## src/rtl/quadrature_decoder_if.sv

```systemverilog
// Encoder decoder bundle: sample strobe, raw channels and clear in; detent pulses, count, error out.
// Latency: none (wires only).
// Backpressure: none; all signals are level or single-cycle strobes.
interface quadrature_decoder_if #(
  parameter int COUNT_WIDTH = 8
);
  logic                          tick;
  logic                          in_a;
  logic                          in_b;
  logic                          clear;
  logic                          up_pulse;
  logic                          down_pulse;
  logic signed [COUNT_WIDTH-1:0] position;
  logic                          error;

  // Controller side: drives sampling strobe and raw encoder lines, observes results
  modport master (
    output tick, in_a, in_b, clear,
    input  up_pulse, down_pulse, position, error
  );

  // Decoder side
  modport slave (
    input  tick, in_a, in_b, clear,
    output up_pulse, down_pulse, position, error
  );
endinterface

```

## src/rtl/quadrature_decoder.sv

```systemverilog
// Rotary encoder decoder: sync + debounce A/B, Gray step tracking, detent pulses, saturating signed count.
// Latency: 2 clk synchronizer + DEBOUNCE_CYCLES ticks; pulse and count update one clk after the committing tick.
// Backpressure: none. Define QUADRATURE_DECODER_INVERT_EN to swap the direction sense.
module quadrature_decoder #(
  parameter int DEBOUNCE_CYCLES  = 7,
  parameter int STEPS_PER_DETENT = 4,
  parameter int COUNT_WIDTH      = 8
) (
  input logic                 clk,
  input logic                 rst,
  quadrature_decoder_if.slave bus
);

  localparam int CW = $clog2(DEBOUNCE_CYCLES + 1);
  localparam logic [CW-1:0] DB_LAST = CW'(DEBOUNCE_CYCLES - 1);
  localparam logic signed [3:0] SPD  = 4'(STEPS_PER_DETENT);
  localparam logic signed [3:0] NSPD = -SPD;
  localparam logic signed [COUNT_WIDTH-1:0] POS_MAX = {1'b0, {(COUNT_WIDTH-1){1'b1}}};
  localparam logic signed [COUNT_WIDTH-1:0] POS_MIN = {1'b1, {(COUNT_WIDTH-1){1'b0}}};

  typedef enum logic {INIT, TRACK} state_t;

  logic [1:0] sync_a_q, sync_b_q;
  logic       sync_a, sync_b;

  state_t                        state_q, state_d;
  logic                          com_a_q, com_a_d, com_b_q, com_b_d;
  logic [CW-1:0]                 cnt_a_q, cnt_a_d, cnt_b_q, cnt_b_d;
  logic [CW-1:0]                 init_cnt_q, init_cnt_d;
  logic signed [3:0]             acc_q, acc_d;
  logic                          up_q, up_d, dn_q, dn_d;
  logic signed [COUNT_WIDTH-1:0] pos_q, pos_d;
  logic                          err_q, err_d;

  logic              chg_a, chg_b, fwd;
  logic signed [3:0] step, acc_sum;

  assign sync_a = sync_a_q[1];
  assign sync_b = sync_b_q[1];

  // Two-flop synchronizers for the asynchronous encoder lines, free-running on every clk
  always_ff @(posedge clk) begin
    if (rst) begin
      sync_a_q <= 2'b00;
      sync_b_q <= 2'b00;
    end else begin
      sync_a_q <= {sync_a_q[0], bus.in_a};
      sync_b_q <= {sync_b_q[0], bus.in_b};
    end
  end

  // Next state: init stability wait, per-channel debounce, Gray step decode, detent accumulate, count
  always_comb begin
    state_d    = state_q;
    com_a_d    = com_a_q;
    com_b_d    = com_b_q;
    cnt_a_d    = cnt_a_q;
    cnt_b_d    = cnt_b_q;
    init_cnt_d = init_cnt_q;
    acc_d      = acc_q;
    up_d       = 1'b0;
    dn_d       = 1'b0;
    pos_d      = pos_q;
    err_d      = err_q;
    chg_a      = 1'b0;
    chg_b      = 1'b0;
    fwd        = 1'b0;
    step       = 4'sd0;
    acc_sum    = acc_q;

    case (state_q)
      INIT: begin
        // Committed levels shadow the synchronizers until both hold steady long enough
        if (bus.tick) begin
          com_a_d = sync_a;
          com_b_d = sync_b;
          if (sync_a == com_a_q && sync_b == com_b_q) begin
            if (init_cnt_q == DB_LAST) begin
              init_cnt_d = '0;
              state_d    = TRACK;
            end else begin
              init_cnt_d = init_cnt_q + 1'b1;
            end
          end else begin
            init_cnt_d = '0;
          end
        end
      end

      TRACK: begin
        if (bus.tick) begin
          if (sync_a == com_a_q) begin
            cnt_a_d = '0;
          end else if (cnt_a_q == DB_LAST) begin
            com_a_d = sync_a;
            cnt_a_d = '0;
          end else begin
            cnt_a_d = cnt_a_q + 1'b1;
          end

          if (sync_b == com_b_q) begin
            cnt_b_d = '0;
          end else if (cnt_b_q == DB_LAST) begin
            com_b_d = sync_b;
            cnt_b_d = '0;
          end else begin
            cnt_b_d = cnt_b_q + 1'b1;
          end
        end

        chg_a = (com_a_d != com_a_q);
        chg_b = (com_b_d != com_b_q);
        // For a single-channel change, old A xor new B is 1 exactly on the 00->01->11->10 direction
`ifdef QUADRATURE_DECODER_INVERT_EN
        fwd = ~(com_a_q ^ com_b_d);
`else
        fwd = com_a_q ^ com_b_d;
`endif
        if (chg_a && chg_b) begin
          // Skipped a Gray state: direction unknown, drop the partial detent
          err_d = 1'b1;
          acc_d = 4'sd0;
        end else if (chg_a || chg_b) begin
          step    = fwd ? 4'sd1 : -4'sd1;
          acc_sum = acc_q + step;
          if (acc_sum == SPD) begin
            up_d  = 1'b1;
            acc_d = 4'sd0;
          end else if (acc_sum == NSPD) begin
            dn_d  = 1'b1;
            acc_d = 4'sd0;
          end else begin
            acc_d = acc_sum;
          end
        end
      end

      default: state_d = INIT;
    endcase

    if (up_d && pos_q != POS_MAX) pos_d = pos_q + 1'b1;
    if (dn_d && pos_q != POS_MIN) pos_d = pos_q - 1'b1;

    // Clear beats a same-cycle detent on the count; the pulse itself still goes out
    if (bus.clear) begin
      pos_d = '0;
      err_d = 1'b0;
    end
  end

  // State registers with synchronous reset
  always_ff @(posedge clk) begin
    if (rst) begin
      state_q    <= INIT;
      com_a_q    <= 1'b0;
      com_b_q    <= 1'b0;
      cnt_a_q    <= '0;
      cnt_b_q    <= '0;
      init_cnt_q <= '0;
      acc_q      <= 4'sd0;
      up_q       <= 1'b0;
      dn_q       <= 1'b0;
      pos_q      <= '0;
      err_q      <= 1'b0;
    end else begin
      state_q    <= state_d;
      com_a_q    <= com_a_d;
      com_b_q    <= com_b_d;
      cnt_a_q    <= cnt_a_d;
      cnt_b_q    <= cnt_b_d;
      init_cnt_q <= init_cnt_d;
      acc_q      <= acc_d;
      up_q       <= up_d;
      dn_q       <= dn_d;
      pos_q      <= pos_d;
      err_q      <= err_d;
    end
  end

  assign bus.up_pulse   = up_q;
  assign bus.down_pulse = dn_q;
  assign bus.position   = pos_q;
  assign bus.error      = err_q;

endmodule

```

## src/flat_wrapper.sv

```systemverilog
// flat-port wrapper written by rule: the top's interface ports become plain ports
module quadrature_decoder_flat 
#(
  parameter int DEBOUNCE_CYCLES  = 7,
  parameter int STEPS_PER_DETENT = 4,
  parameter int COUNT_WIDTH      = 8
)
  (clk, rst, bus_tick, bus_in_a, bus_in_b, bus_clear, bus_up_pulse, bus_down_pulse, bus_position, bus_error);
  quadrature_decoder_if #(.COUNT_WIDTH(COUNT_WIDTH)) bus_i ();
  input logic clk;
  input logic rst;
  input wire logic [$bits(bus_i.tick)-1:0] bus_tick;
  input wire logic [$bits(bus_i.in_a)-1:0] bus_in_a;
  input wire logic [$bits(bus_i.in_b)-1:0] bus_in_b;
  input wire logic [$bits(bus_i.clear)-1:0] bus_clear;
  output wire logic [$bits(bus_i.up_pulse)-1:0] bus_up_pulse;
  output wire logic [$bits(bus_i.down_pulse)-1:0] bus_down_pulse;
  output wire logic [$bits(bus_i.position)-1:0] bus_position;
  output wire logic [$bits(bus_i.error)-1:0] bus_error;
  assign bus_i.tick = bus_tick;
  assign bus_i.in_a = bus_in_a;
  assign bus_i.in_b = bus_in_b;
  assign bus_i.clear = bus_clear;
  assign bus_up_pulse = bus_i.up_pulse;
  assign bus_down_pulse = bus_i.down_pulse;
  assign bus_position = bus_i.position;
  assign bus_error = bus_i.error;
  quadrature_decoder #(.DEBOUNCE_CYCLES(DEBOUNCE_CYCLES), .STEPS_PER_DETENT(STEPS_PER_DETENT), .COUNT_WIDTH(COUNT_WIDTH)) u_core (.clk(clk), .rst(rst), .bus(bus_i));
endmodule
```

## config.mk

```make
export PLATFORM = sky130hd
export DESIGN_NAME = quadrature_decoder_flat
export DESIGN_NICKNAME = d
export VERILOG_FILES = /design/src/rtl/quadrature_decoder_if.sv /design/src/rtl/quadrature_decoder.sv /design/src/flat_wrapper.sv
export SDC_FILE = /design/constraint.sdc
export NUM_CORES = 1
export LEC_CHECK = 0
export ABC_AREA = 0
export ABC_CLOCK_PERIOD_IN_PS = 9020
export BUFFER_PORTS_ARGS = -buffer_cell sky130_fd_sc_hd__buf_2
export CORE_MARGIN = 5
export CORE_UTILIZATION = 39
export CTS_CLUSTER_DIAMETER = 200
export DETAILED_ROUTE_END_ITERATION = 10
export REMOVE_ABC_BUFFERS = 1
export SLEW_MARGIN = 30
export SYNTH_ARGS = -nofsm -noshare
export SYNTH_HDL_FRONTEND = slang
export SYNTH_SLANG_ARGS = --single-unit
```

## constraint.sdc

```tcl
create_clock -name clk -period 9.02 [get_ports clk]
set_input_delay 1.804 -clock clk [delete_from_list [all_inputs] [get_ports clk]]
set_output_delay 1.804 -clock clk [all_outputs]
set_load 0.01 [all_outputs]
```

Word level (Yosys, flattened, before mapping)
Index checks and enable logic that the tools add are counted.
Widths: inputs -> output; s select.
{"block": "totals", "elab_cells": 83, "ff_bits": 31, "out_inout_bits": 11}
{"block": "classes", "eq_ne": 12, "add_sub_neg": 6, "reduce_logical": 12, "bitwise_logic": 2, "mux": 38}
{"cell": "$mux 1", "n": 23}
{"cell": "$mux 4", "n": 5}
{"cell": "$mux 3", "n": 6}
{"cell": "$mux 8", "n": 2}
{"cell": "$ne 8x8->1 const B", "n": 2}
{"cell": "$add 3x1->3 const B", "n": 3}
{"cell": "$eq 3x3->1 const B", "n": 3}
{"cell": "$add 8x1->8 const B", "n": 1}
{"cell": "$reduce_and 2->1", "n": 4}
{"cell": "$sub 8x1->8 const B", "n": 1}
{"cell": "$add 4x4->4", "n": 1}
{"cell": "$eq 4x3->1 const B", "n": 1}
{"cell": "$eq 4x4->1 const B", "n": 1}
{"cell": "$logic_and 1x1->1", "n": 4}
{"cell": "$pmux 1 s2", "n": 2}
{"cell": "$reduce_bool 2->1", "n": 2}
{"cell": "$eq 1x1->1", "n": 2}
{"cell": "$ne 1x1->1", "n": 2}
{"cell": "$ne 2x2->1 const B", "n": 1}
{"cell": "$reduce_or 2->1", "n": 1}
{"cell": "$logic_or 1x1->1", "n": 1}
{"cell": "$not 1->1", "n": 1}
{"cell": "$xor 1x1->1", "n": 1}

Depth between registers and ports, before layout
{"block": "logic_depth", "word_depth": 16, "mapped_depth": 16, "ltp_nobuf": 16}

Worst setup path after synthesis
No wires, ideal clock.
{"block": "synth_timing", "path_kind": "in2reg", "from": "input port bus_tick", "to": "register u_core.pos_q[7], in the netlist u_core.bus.position[7]", "arrival_time_ps": 5120, "n_path_buf": 0, "setup_ps": 72, "required_time_ps": 8948, "slack_ps": 3828, "cell_stages": 16, "cell_sequence": "nand4b_1 > mux2i_4 > ha_1 > o21a_1 > or3_1 > a21bo_2 > nand2_2 > nand2_1 > nor2_1 > ha_1 > a211o_1 > a211oi_1 > o21ai_0 > and4b_1 > mux2i_1 > mux2i_1"}
{"block": "synth_between", "elab_chain_cells": 13}
{"item": "from (decl)", "line": "flat_wrapper.sv:12", "source": "input wire logic [$bits(bus_i.tick)-1:0] bus_tick;"}
{"item": "$mux 1", "line": "quadrature_decoder.sv:91", "source": "if (bus.tick) begin"}
{"item": "$mux 1", "line": "quadrature_decoder.sv:71", "source": "case (state_q)"}
{"item": "$xor 1x1->1", "line": "quadrature_decoder.sv:117", "source": "fwd = com_a_q ^ com_b_d;"}
{"item": "$mux 4", "line": "quadrature_decoder.sv:124", "source": "step = fwd ? 4'sd1 : -4'sd1;"}
{"item": "$add 4x4->4", "line": "quadrature_decoder.sv:125", "source": "acc_sum = acc_q + step;"}
{"item": "$eq 4x3->1", "line": "quadrature_decoder.sv:129", "source": "end else if (acc_sum == NSPD) begin"}
{"item": "$mux 1", "line": "quadrature_decoder.sv:129"}
{"item": "$mux 1", "line": "quadrature_decoder.sv:126", "source": "if (acc_sum == SPD) begin"}
{"item": "$mux 1", "line": "quadrature_decoder.sv:123", "source": "end else if (chg_a || chg_b) begin"}
{"item": "$mux 1", "line": "quadrature_decoder.sv:119", "source": "if (chg_a && chg_b) begin"}
{"item": "$mux 1", "line": "quadrature_decoder.sv:71"}
{"item": "$logic_and 1x1->1", "line": "quadrature_decoder.sv:142", "source": "if (dn_d && pos_q != POS_MIN) pos_d = pos_q - 1'b1;"}
{"item": "$mux 8 or $reduce_bool 2->1 (tied branches)"}
{"item": "to (signal assigned)", "line": "quadrature_decoder.sv:175", "source": "pos_q <= pos_d;"}
{"item": "to (decl)", "line": "quadrature_decoder.sv:32", "source": "logic signed [COUNT_WIDTH-1:0] pos_q, pos_d;"}
Parallel ways exist; a longest one is shown, timed or not. The select of a mux whose other input is x is not followed.
A chain may end at the register's enable or synchronous reset.

Final worst setup path
Ends and elaborated chain as after synthesis.

==> impl_metrics.ini <==
[synthesis]
synth_seq_area_share = 0.322
yosysWarnings = 0
synth_area_per_cell_um2 = 8.67
ys.flop_type = dfxtp_1
async_reset_ff_frac = 0
synth-seq-cells = 31
syn-instance-count = 222
synth_edf_count = 0
synth_area_mm2 = 0.00192
synth.distinct_cells = 62

[timing]
tightest_slew_ps = 613
skew_ps = 5.17
finalHoldViolCount = 0
period_needed_ps = 5460
max_slew_margin = 0.587
fin_crit_sh = 0.606
whs_ps = 434
maxSlewViolCount = 0
rsz0062_at_grt = no
max_freq_mhz = 183
final.setup.tns_ps = 0
setup_violations = 0

[clock_network]
cts_setup_buffers = 0
post_cts_resized = 0
cts_tree = built
h-tree-depth = 2
cts_buffers = 5
clk_latency_ps = 280
hold_buffers = 0
clk_path_buf_depth = 2
clock-sinks = 31
cts-root-buf = clkbuf_8
cts.clk_slew.worst_paths_ps = 70

[place]
place_area_mm2 = 0.00208
dp_cells = 302
routabilityCongestion = 0.843
io_buffers = 16
dp_hpwl_um = 3080

[global_routing]
grt_pass1_vias = 1528
antenna_found_initial = 0
grt_max_degree = 26
grt_pass1_wl_um = 7230
overflow = 0
gr-usage-all-layers = 0.141

[critical_path]
critPathKind = in2reg
critPathLaunchType = primary input
cp-end-kind = flip-flop
cp_max_fo = 8
cp.required_ps = 9230
crit_arrival_ps = 5670

[power_and_ir_drop]
p_seq_frac = 0.512
peakVddDrop_uv = 89.5
report.power.total_mw = 0.274
p_clk_frac = 0.436
switching_share = 0.220
leakage_nw = 0.848
internal-power_mw = 0.214
p_sw_mw = 0.0603
p_per_area_mw_per_mm2 = 126
comb_power_share = 0.052

[route]
vias = 1655
drt-met1-wl_um = 2240
routedWlPerCell_um = 13.2
wl_um = 4100
drc_errors = 0
highest_layer = met4
drtAntennaViolNets = 0
vias_per_cell = 5.34
met2_length_um = 1700
routed-wl-met3_um = 107
first_iter_violations = 140
firstDrtPassIters = 4

[floorplanning]
initial_core_util = 0.405
die_area_mm2 = 0.00644
pin_count = 17
die_h_um = 80.2
core_mm2 = 0.00475
die_w_um = 80.2
placementRows = 25

[cells_and_area]
syn_to_final_growth_pct = 13.1
fin_cells = 310
drive_above_1_share = 0.165
diodes = 0
nets = 257
final_cell_area_mm2 = 0.00218

[job]
maxCapViolCount = 0

[worst_hold_path]
hold_class = reg2reg

[outcome]
outcome = completed
## synth_stat cells, drive strengths merged (2+ instances only)
cell     n  area share
a31oi    3      0.0098
or2      4       0.013
nand2b   2      0.0065
a21boi   4       0.016
mux2i    8       0.048
and2     3      0.0098
nor2    28       0.056
a22oi    4       0.016
nor3b    3       0.012
nand3    3       0.013
a211o    2      0.0091
o21ai   12       0.035
nor4     2      0.0065
nor2b    8       0.026
nand3b   5       0.020
nand2   18       0.036
nand4b   3       0.014
clkbuf   2      0.0039
nor3     8       0.029
or3      2      0.0065
ha       8       0.052
xnor2    4       0.022
a21o     2      0.0078
a211oi   6       0.033
o21a     3       0.012
o22ai    2      0.0065
nand4    4       0.013
xor2     4       0.018
dfxtp   31        0.32
inv      4      0.0078
o311a    2       0.010
a21oi   12       0.031
## cell type report
cell class	count	area, um2
flip-flops and latches	31	621
repair buffers	16	80.1
clock buffers	8	100
well taps	67	83.8
fillers	496	2580
multi-input cells	184	1280
inverters	4	15.0
## logic make-up after synthesis
kind of cell,after synthesis,share of synthesized area
and+or+nand+nor,96,0.275
buffers and inverters,7,0.0137
xor gates and xnor gates,8,0.0403
DFF,31,0.322
AOI/OAI and AO/OA,62,0.232
muxes,9,0.0540
adders and majority gates,9,0.0624
## power by group through the flow
stage / Clock [mW] / Combinational [mW] / Sequential [mW]
3_5_place_dp: 0 / 0.0145 / 0.143
3_3_place_gp: 0 / 0.0145 / 0.143
6_report: 0.119 / 0.0144 / 0.140
4_1_cts: 0.123 / 0.0145 / 0.140
5_1_grt: 0.131 / 0.0161 / 0.140
2_1_floorplan: 0 / 0.00967 / 0.143
## placed cells by master (no fill, tap or decap), types with 2 or more instances in the layout
master / n
a211o_1: 2
a211oi_1: 4
a21boi_0: 2
a21boi_1: 2
a21o_1: 2
a21oi_1: 12
a22oi_1: 4
a31oi_1: 3
and2_1: 3
buf_2: 16
clkbuf_8: 7
dfxtp_1: 31
ha_1: 8
inv_1: 3
mux2i_1: 7
nand2_1: 17
nand2b_1: 2
nand3_2: 2
nand3b_1: 5
nand4_1: 4
nand4b_1: 3
nor2_1: 27
nor2b_1: 8
nor3_1: 6
nor3b_1: 3
nor4_1: 2
o21a_1: 3
o21ai_0: 9
o21ai_2: 2
o22ai_1: 2
o311a_1: 2
or2_2: 3
or3_1: 2
xnor2_1: 3
xor2_1: 4
## final timing paths
| kind | end | slack (ps) | cells after the start | start |
|---|---|---|---|---|
| hold / removal | u_core.sync_a_q[1] | 430 | 1 | u_core.sync_a_q[0] |
| setup / recovery | u_core.bus.position[7] | 3560 | 17 | bus_tick |
| hold reg to reg | u_core.sync_a_q[1] | 430 | 1 | u_core.sync_a_q[0] |
| setup reg to reg | u_core.bus.position[7] | 4750 | 16 | u_core.cnt_b_q[0] |
## registers in the layout, summed over array words and instances, names as in the netlist, 2 cells and up
register and flops:
u_core.acc_q 4, u_core.init_cnt_q 3, u_core.cnt_b_q 3, u_core.cnt_a_q 3, u_core.bus.position 8, u_core.sync_a_q 2
u_core.sync_b_q 2
## metrics by stage
stage               setup slack (ps)   util
global route                    3240  0.458
detailed placement              3290  0.437
floorplan                       3830      -
CTS                             3580  0.458
global placement                3370  0.437
finish                          3560  0.458
## layer usage
metal / vias up / global-route usage
met5: - / 0
met4: 0 / 0.0557
met3: 5 / 0.0269
met2: 24 / 0.202
met1: 759 / 0.204
li1: 867 / -
## worst max-delay path: stages
cell      delay (ps)
buf_2            140
nand4b_1         160
mux2i_4          350
ha_1             330
o21a_1           130
or3_1            330
a21bo_2          250
nand2_2          110
nand2_1          100
nor2_1           410
ha_1             340
a211o_1          340
a211oi_1         200
o21ai_0          130
and4b_1          200
mux2i_1          160
mux2i_1          190
Power figures use the tool's default switching activity.
